**src/rtl/frame_aligner_param.sv**
```systemverilog
// Byte-stream frame aligner: hunts for a two-byte header (pair A or B),
// tracks position in fixed-length frames, declares lock/loss and re-times
// the stream so only frames from locked periods are delivered with SOF/EOF.
module frame_aligner_param #(
  parameter int unsigned FRAME_LEN   = 12,
  parameter int unsigned LOCK_FRAMES = 3,
  parameter int unsigned LOSS_BYTES  = 48,
  parameter logic [7:0]  HDR_A_LSB   = 8'hAA,
  parameter logic [7:0]  HDR_A_MSB   = 8'hAF,
  parameter logic [7:0]  HDR_B_LSB   = 8'h55,
  parameter logic [7:0]  HDR_B_MSB   = 8'hBA,
  localparam int unsigned POS_W      = $clog2(FRAME_LEN)
) (
  input  logic             clk,
  input  logic             reset,
  input  logic [7:0]       rx_data,
  output logic [7:0]       out_data,
  output logic             out_valid,
  output logic             out_sof,
  output logic             out_eof,
  output logic [POS_W-1:0] fr_byte_position,
  output logic             hdr_type,
  output logic             frame_detect,
  output logic [7:0]       hdr_err_cnt
);

  localparam int unsigned GW = $clog2(LOCK_FRAMES + 1);
  localparam int unsigned NW = $clog2(LOSS_BYTES + 1);

  typedef enum logic [1:0] {HUNT, HMSB, DATA} state_t;

  state_t           state, state_nxt;
  logic [POS_W-1:0] pos, pos_nxt;
  logic             pair_b, pair_nxt;
  logic [GW-1:0]    good_cnt, good_nxt, good_inc;
  logic [NW-1:0]    na_cnt, na_nxt, na_inc;
  logic             expect_hdr, expect_nxt;
  logic             hmsb_exp, hmsb_exp_nxt;
  logic             hdr_err, lock_evt, loss_evt, deliver;
  logic             is_lsb, lsb_b;
  logic [7:0]       exp_msb;
  logic [7:0]       d1;
  logic [POS_W-1:0] out_pos_inc;

  assign is_lsb   = (rx_data == HDR_A_LSB) || (rx_data == HDR_B_LSB);
  assign lsb_b    = (rx_data == HDR_B_LSB) && (rx_data != HDR_A_LSB);
  assign exp_msb  = pair_b ? HDR_B_MSB : HDR_A_MSB;
  assign good_inc = (good_cnt == GW'(LOCK_FRAMES)) ? good_cnt : good_cnt + 1'b1;
  assign na_inc   = (na_cnt == NW'(LOSS_BYTES)) ? na_cnt : na_cnt + 1'b1;
  assign loss_evt = (na_nxt == NW'(LOSS_BYTES));
  assign out_pos_inc = fr_byte_position + 1'b1;

  // Next-state, counter updates and header-error / lock / delivery decisions
  always_comb begin
    state_nxt    = state;
    pos_nxt      = pos;
    pair_nxt     = pair_b;
    good_nxt     = good_cnt;
    na_nxt       = na_cnt;
    expect_nxt   = 1'b0;
    hmsb_exp_nxt = hmsb_exp;
    hdr_err      = 1'b0;
    lock_evt     = 1'b0;
    deliver      = 1'b0;
    case (state)
      HUNT: begin
        if (is_lsb) begin
          pair_nxt     = lsb_b;
          hmsb_exp_nxt = expect_hdr;
          state_nxt    = HMSB;
        end else begin
          na_nxt   = na_inc;
          good_nxt = '0;
          hdr_err  = expect_hdr;
        end
      end
      HMSB: begin
        if (rx_data == exp_msb) begin
          good_nxt  = good_inc;
          na_nxt    = '0;
          state_nxt = DATA;
          pos_nxt   = POS_W'(2);
          lock_evt  = (good_inc == GW'(LOCK_FRAMES));
          deliver   = frame_detect || lock_evt;
        end else if (is_lsb) begin
          // overlap recovery: this LSB becomes the new header candidate,
          // which was not itself at an expected header slot
          pair_nxt     = lsb_b;
          na_nxt       = na_inc;
          hdr_err      = hmsb_exp;
          hmsb_exp_nxt = 1'b0;
        end else begin
          good_nxt  = '0;
          na_nxt    = na_inc;
          state_nxt = HUNT;
          hdr_err   = hmsb_exp;
        end
      end
      DATA: begin
        if (pos == POS_W'(FRAME_LEN - 1)) begin
          state_nxt  = HUNT;
          expect_nxt = 1'b1;
        end else begin
          pos_nxt = pos + 1'b1;
        end
      end
      default: state_nxt = HUNT;
    endcase
  end

  // Alignment state, counters, lock indication and header-error count
  always_ff @(posedge clk) begin
    if (reset) begin
      state        <= HUNT;
      pos          <= '0;
      pair_b       <= 1'b0;
      good_cnt     <= '0;
      na_cnt       <= '0;
      expect_hdr   <= 1'b0;
      hmsb_exp     <= 1'b0;
      frame_detect <= 1'b0;
      hdr_err_cnt  <= '0;
    end else begin
      state      <= state_nxt;
      pos        <= pos_nxt;
      pair_b     <= pair_nxt;
      good_cnt   <= good_nxt;
      na_cnt     <= na_nxt;
      expect_hdr <= expect_nxt;
      hmsb_exp   <= hmsb_exp_nxt;
      if (lock_evt)
        frame_detect <= 1'b1;
      else if (loss_evt)
        frame_detect <= 1'b0;
      if (hdr_err && frame_detect && (hdr_err_cnt != '1))
        hdr_err_cnt <= hdr_err_cnt + 1'b1;
    end
  end

  // Two-stage data pipe plus delivered-frame framing; the delivery decision
  // is made on the MSB byte, which lines up with the LSB leaving the pipe
  always_ff @(posedge clk) begin
    if (reset) begin
      d1               <= '0;
      out_data         <= '0;
      out_valid        <= 1'b0;
      out_sof          <= 1'b0;
      out_eof          <= 1'b0;
      fr_byte_position <= '0;
      hdr_type         <= 1'b0;
    end else begin
      d1       <= rx_data;
      out_data <= d1;
      if (deliver) begin
        out_valid        <= 1'b1;
        out_sof          <= 1'b1;
        out_eof          <= 1'b0;
        fr_byte_position <= '0;
        hdr_type         <= pair_b;
      end else if (out_valid && (fr_byte_position != POS_W'(FRAME_LEN - 1))) begin
        out_valid        <= 1'b1;
        out_sof          <= 1'b0;
        out_eof          <= (out_pos_inc == POS_W'(FRAME_LEN - 1));
        fr_byte_position <= out_pos_inc;
      end else begin
        out_valid        <= 1'b0;
        out_sof          <= 1'b0;
        out_eof          <= 1'b0;
        fr_byte_position <= '0;
        hdr_type         <= 1'b0;
      end
    end
  end

endmodule

```
**config.mk**
```make
export PLATFORM = sky130hd
export DESIGN_NAME = frame_aligner_param
export DESIGN_NICKNAME = d
export VERILOG_FILES = /design/src/rtl/frame_aligner_param.sv
export SDC_FILE = /design/constraint.sdc
export NUM_CORES = 1
export LEC_CHECK = 0
export BUFFER_PORTS_ARGS = -buffer_cell sky130_fd_sc_hd__clkbuf_2
export CORE_UTILIZATION = 49
export DETAILED_ROUTE_END_ITERATION = 8
export PLACE_DENSITY = 0.7
export SLEW_MARGIN = 10
export SYNTH_ARGS = -nofsm -noshare
export SYNTH_HDL_FRONTEND = slang
export SYNTH_SLANG_ARGS = --single-unit
```
**constraint.sdc**
```tcl
create_clock -name clk -period 5.6 [get_ports clk]
set_clock_uncertainty 0.15 [all_clocks]
set_input_delay 0.28 -clock clk [delete_from_list [all_inputs] [get_ports clk]]
set_output_delay 0.28 -clock clk [all_outputs]
set_load 0.01 [all_outputs]
```
==> results of run 1 <==
-- cell type report --
cell class              instances  area, um2  area share (%)
inverters                       8       30.0            1.22
clock buffers                   5       68.8            2.79
repair buffers                 34        170            6.89
well taps                      50       62.6            2.53
multi-input cells             171       1110            45.1
flip-flops and latches         50       1000            40.5
clock inverters                 3       23.8           0.963
-- placed cells by master, fill, tap and decap left out, drive strengths merged, types with 3 or more instances in the layout --
master / instances
nand2b: 4
nand3: 11
nor3: 4
nand2: 12
dfxtp: 50
inv: 8
a2111oi: 4
or2: 3
xor2: 4
nor4: 4
nor2b: 20
clkbuf: 39
nor2: 27
xnor2: 9
mux2i: 3
ha: 6
nand4: 6
nand3b: 3
a211oi: 6
a21oi: 12
o21ai: 7
-- worst max-delay path, delay by kind of cell, from the launching register on --
| kind | cells | cell delay, ps |
|---|---|---|
| simple gates | 2 | 790 |
| compound gates | 4 | 970 |
| flops | 1 | 380 |
-- sequential cells by signal, summed over array words and instances, names as in the netlist, 2 cells and up --
signal            cells
hdr_err_cnt           8
na_cnt                6
out_data              8
d1                    8
pos                   4
state                 2
fr_byte_position      4
good_cnt              2
-- worst paths after layout --
kind,from,endpoint,slack (ps),cells after the start
setup / recovery,pair_b,frame_detect,3170,6
hold / removal,rx_data[6],d1[6],70,2
setup reg to reg,pair_b,frame_detect,3170,6
hold reg to reg,d1[5],out_data[5],290,1
-- logic make-up (layout without fill, tap and decap cells) --
kind of cell / Yosys count / after routing
compound gates: 42 / 42
mux: 4 / 4
fa+ha+maj: 6 / 6
flops: 50 / 50
xor+xnor: 13 / 13
simple gates: 106 / 106
buf+inv: 18 / 50
-- per-stage QoR --
| step | worst slack (ps) | hold slack [ps] |
|---|---|---|
| 6_report | 3170 | 67.9 |
| 4_1_cts | 3200 | 63.2 |
| 2_1_floorplan | 3360 | 209 |
| 5_1_grt | 2980 | 70.7 |
| 3_3_place_gp | 3090 | 265 |
| 3_5_place_dp | 3090 | 270 |
-- power groups by stage --
stage / registers, W / clock network, W / logic, W
after global placement: 0.000380 / 0 / 0.0000403
after detailed placement: 0.000380 / 0 / 0.0000405
final: 0.000372 / 0.000211 / 0.0000406
after CTS: 0.000372 / 0.000219 / 0.0000408
after floorplan: 0.000376 / 0 / 0.0000307
after global routing: 0.000373 / 0.000233 / 0.0000465
-- routing by layer --
| metal | up-vias | wire, um | track usage [%] | share of wire (%) |
|---|---|---|---|---|
| met5 | - | 0 | 0 | 0 |
| met4 | 0 | 57 | 6.89 | 1.3 |
| met3 | 6 | 204 | 4.93 | 4.8 |
| met2 | 46 | 1870 | 29.7 | 44 |
| met1 | 813 | 2150 | 28.1 | 50 |
| li1 | 912 | - | - | - |
==> impl_metrics.json, run 1 <==
{
  "status": "completed",
  "io_pins": 35,
  "power_density_mw_per_mm2": 252,
  "fmax_mhz": 412,
  "numCtsBuffers": 5,
  "port_buffers": 34,
  "grt_max_degree": 44,
  "avgRoutedWirePerCell_um": 13.3,
  "ant_nets": 0,
  "yosys-top-cells-count": "dfxtp_1 (50), nor2_1 (27), nor2b_1 (20), a21oi_1 (12), nand2_1 (12)",
  "synth_top_area_share_pct": 45.6,
  "yosysWarnings": 0,
  "period_share_pct": 43.4,
  "design_area_mm2": 0.00247,
  "synth_cell_types": 48,
  "final_hold_viol_count": 0,
  "p_leak_nw": 0.941,
  "dr.pass1.iters": 4,
  "worst_setup_path_start_kind": "flip-flop",
  "synth_adder_area_share_pct": 3.42,
  "synth_edf_count": 0,
  "ys_ff_latch": 50,
  "setup_tns_ps": 0,
  "dpl.hpwl_um": 3000,
  "p_int_w": 0.000472,
  "grt_pass1_vias": 1497,
  "fin_util_pct": 59.6,
  "gp_congestion": 0.885,
  "path_cells": "or4bb_1 > a211oi_2 > o21ai_0 > o311a_1 > nor4b_1 > a311oi_1",
  "synthCells": 239,
  "clkTransAtPathRegs_ps": 90,
  "cts_buffer_depth": 2,
  "ys_seq_area_share_pct": 45.6,
  "synth_compound_area_share_pct": 13.4,
  "total_power_w": 0.000623,
  "insertion_delay_ps": 300,
  "vdd_drop_max_mv": 0.114,
  "synth_top_cell_by_area": "dfxtp_1",
  "synth.area.top_cells": "dfxtp_1 (46%), nor2b_1 (5.7%), nor2_1 (4.6%), xnor2_1 (3.6%), ha_1 (3.4%)",
  "post_drt_via_cell_ratio": 5.54,
  "worstHoldPathType": "in -> reg",
  "tightest_slew_ps": 826,
  "finalNonFillerCells": 321,
  "clock_sinks": 50,
  "synth_top_family_by_area": "simple AND/OR/NAND/NOR gates",
  "drive_above_1_share_pct": 18.5,
  "p_clk_share_pct": 33.9,
  "synth.area.mux_share_pct": 1.88,
  "antenna_found_initial": 0,
  "initial_core_util_pct": 53.0,
  "drv_slew": 0,
  "nets": 286,
  "placed_cell_area_mm2": 0.00238,
  "switchingPower_w": 0.000151,
  "cp_data_required_time_ps": 5600,
  "cts_resized": 0,
  "yosysMostFrequentCell": "dfxtp_1",
  "core-area_mm2": 0.00414,
  "ctsRootBufferMaster": "clkbuf_8",
  "setup_viol": 0,
  "n_fill_cell": 375,
  "die_w_um": 68.9,
  "synth_xor_area_share_pct": 5.19,
  "switching_share_pct": 24.2,
  "rows": 23,
  "cts_hold_buf": 0,
  "synth_ff_type": "dfxtp_1",
  "crit_fanout": 7,
  "drt_iter0_markers": 52,
  "syn-mean-instance-area_um2": 9.19,
  "fp.dieH_um": 68.9,
  "postCtsSetupBuffers": 0,
  "dieArea_mm2": 0.00475,
  "netlist_area_mm2": 0.00220,
  "dp_cells": 313,
  "comb_power_share_pct": 6.5,
  "vias": 1777,
  "async_flop_share_pct": 0,
  "maxCapViolCount": 0,
  "max_slew_margin_pct": 44.9,
  "antenna_cells": 0,
  "max_stage_delay_ps": 480,
  "grt_usage_pct": 20.1,
  "syn_nets": 255,
  "cts_tree": "built",
  "seqPwrFrac_pct": 59.6,
  "overflow": 0,
  "htree_levels": 2,
  "grt_pass1_wl_um": 7060,
  "area_growth_pct": 12.4,
  "path_class": "reg -> reg",
  "crit_slowest_cell": "a211oi_2",
  "fin_crit_ps": 2430,
  "arrival_ps": 2430,
  "yosys.area_share.simple_pct": 26.7,
  "end_kind": "flip-flop",
  "drc": 0,
  "finalWirelength_um": 4280,
  "grt_setup_unrepaired": "no"
}
No activity file was read; power rests on OpenSTA's default activity.
==> run 2, diff against run 1 <==
PLACE_DENSITY = 0.72   (was 0.7)
clock period = 2.06 ns   (was 5.6 ns; I/O delays follow)
==> run 2 against run 1 <==
Against the previous run: the run now ends with negative setup slack left; non-clock buffer count is 41 higher; first-iteration DRC count increased by 73%; register-to-register slack got worse by 3300 ps; power rose to 2.9 times the previous value; sequential share of layout area fell by 6.8 points; utilization rose by 12 points; setup slack worse by 3300 ps; combinational power increased to 4.4 times the previous value; via count up 12%; maximum frequency up 9.5%; largest cell class unchanged; largest power group unchanged.
==> impl_metrics.json, run 2 (synthesis gave the netlist of run 1 again) <==
{
  "status": "complete, but fails checks",
  "failed_checks": "negative setup slack",
  "dieArea_mm2": 0.00475,
  "max_slew_margin_pct": 63.3,
  "numCtsBuffers": 5,
  "avgRoutedWirePerCell_um": 14.6,
  "worstHoldPathType": "in -> reg",
  "ant_nets": 0,
  "crit_fanout": 5,
  "drive_above_1_share_pct": 32.4,
  "gp_congestion": 0.896,
  "r2r_slack_ps": -160,
  "dr.pass1.iters": 5,
  "cts_buffer_depth": 2,
  "path_class": "reg -> reg",
  "n_fill_cell": 313,
  "power_density_mw_per_mm2": 600,
  "antenna_found_initial": 0,
  "crit_slowest_cell": "or4bb_4",
  "worst_slack_ps": -158,
  "final_hold_viol_count": 0,
  "insertion_delay_ps": 310,
  "cp_data_required_time_ps": 2110,
  "period_share_pct": 108,
  "fp.dieH_um": 68.9,
  "grtUsageMet1_pct": 30.6,
  "grt_pass1_wl_um": 7930,
  "final_common_cell": "dfxtp_1",
  "port_buffers": 34,
  "cts_tree": "built",
  "maxCapViolCount": 0,
  "arrival_ps": 2260,
  "path_cells": "or4bb_4 > a211oi_4 > o21ai_0 > o311a_1 > nor4b_2 > a311oi_1",
  "drt_iter0_markers": 90,
  "finalWirelength_um": 5290,
  "drv_slew": 0,
  "dpl.hpwl_um": 3360,
  "drc": 0,
  "clock_sinks": 50,
  "dp_slack_ps": -143,
  "max_stage_delay_ps": 500,
  "post_drt_via_cell_ratio": 5.51,
  "grt_usage_pct": 22.9,
  "busiest_layer": "met2",
  "worst_setup_path_start_kind": "flip-flop",
  "vias": 1994,
  "overflow": 0,
  "io_pins": 35,
  "clkTransAtPathRegs_ps": 100,
  "ctsRootBufferMaster": "clkbuf_8",
  "antenna_cells": 0,
  "use_met2_pct": 35.3,
  "setup_viol": 10,
  "tightest_slew_ps": 549,
  "end_kind": "flip-flop",
  "fin_crit_ps": 2220,
  "nets": 327,
  "die_w_um": 68.9,
  "rows": 23,
  "grt_max_degree": 24,
  "top_regs": "d1 x8, hdr_err_cnt x8, out_data x8",
  "fin_hold_ws_ps": 67.3,
  "p_leak_nw": 1.17,
  "vdd_drop_max_mv": 0.411,
  "grt.met3_usage_pct": 5.43,
  "grt_pass1_vias": 1727,
  "initial_core_util_pct": 53.0,
  "area_growth_pct": 35.1,
  "fmax_mhz": 451,
  "core-area_mm2": 0.00414,
  "htree_levels": 2,
  "grt_setup_unrepaired": "yes",
  "mostFrequentLayoutCells": "dfxtp_1 (49), clkbuf_2 (34), buf_4 (31)"
}
==> run 2: timing repair <==
item	CTS	global route
hold buffers	7	0
pin swaps	4	8
gates resized for setup	15	12
endpoints found under the setup margin	13	17
setup buffers	2	1
hold endpoints to repair	7	0
cloned	0	0
==> run 2: stage by stage <==
| step | std cells | power (W) | util [%] | cell area [um2] | setup TNS (ps) |
|---|---|---|---|---|---|
| after CTS | 361 | 0.00179 | 69.4 | 2870 | -157 |
| after global routing | 362 | 0.00184 | 71.6 | 2970 | -1360 |
| after floorplan | 239 | 0.00111 | - | 2210 | -13.8 |
| final | 362 | 0.00178 | 71.6 | 2970 | -426 |
| after detailed placement | 344 | 0.00117 | 63.6 | 2640 | -609 |
| after global placement | 344 | 0.00117 | 63.6 | 2640 | -214 |
==> run 2: worst paths after layout <==
check,from,depth (start not counted),to
worst max-delay path,pair_b,6,frame_detect
worst min-delay path,rx_data[2],3,d1[2]
worst max register to register,pair_b,6,frame_detect
worst min register to register,d1[5],1,out_data[5]
==> run 2: final cells by class <==
class | instances | area, um2 | share of cell area (%)
Multi-Input combinational cell | 171 | 1260 | 42.4
Tap cell | 50 | 62.6 | 2.11
Clock buffer | 5 | 68.8 | 2.32
Inverter | 8 | 30.0 | 1.01
Clock inverter | 3 | 28.8 | 0.970
Timing Repair Buffer | 75 | 515 | 17.4
Sequential cell | 50 | 1000 | 33.8
==> run 2: worst max-delay path, delay by kind of cell, from the launching register on <==
family	cells	cell delay (ps)
flops	1	340
compound gates	4	830
simple gates	2	780
==> run 2: power by group <==
group	total [W]	internal (W)	switching, W
clock network	0.000607	0.000252	0.000355
registers	0.000997	0.000989	0.00000779
logic	0.000177	0.0000852	0.0000916
==> run 2: per-layer routing <==
layer  part of all wire [%]  routed length (um)
met4                    2.3                 123
met2                     45                2390
met5                      0                   0
met3                    4.4                 234
met1                     48                2530
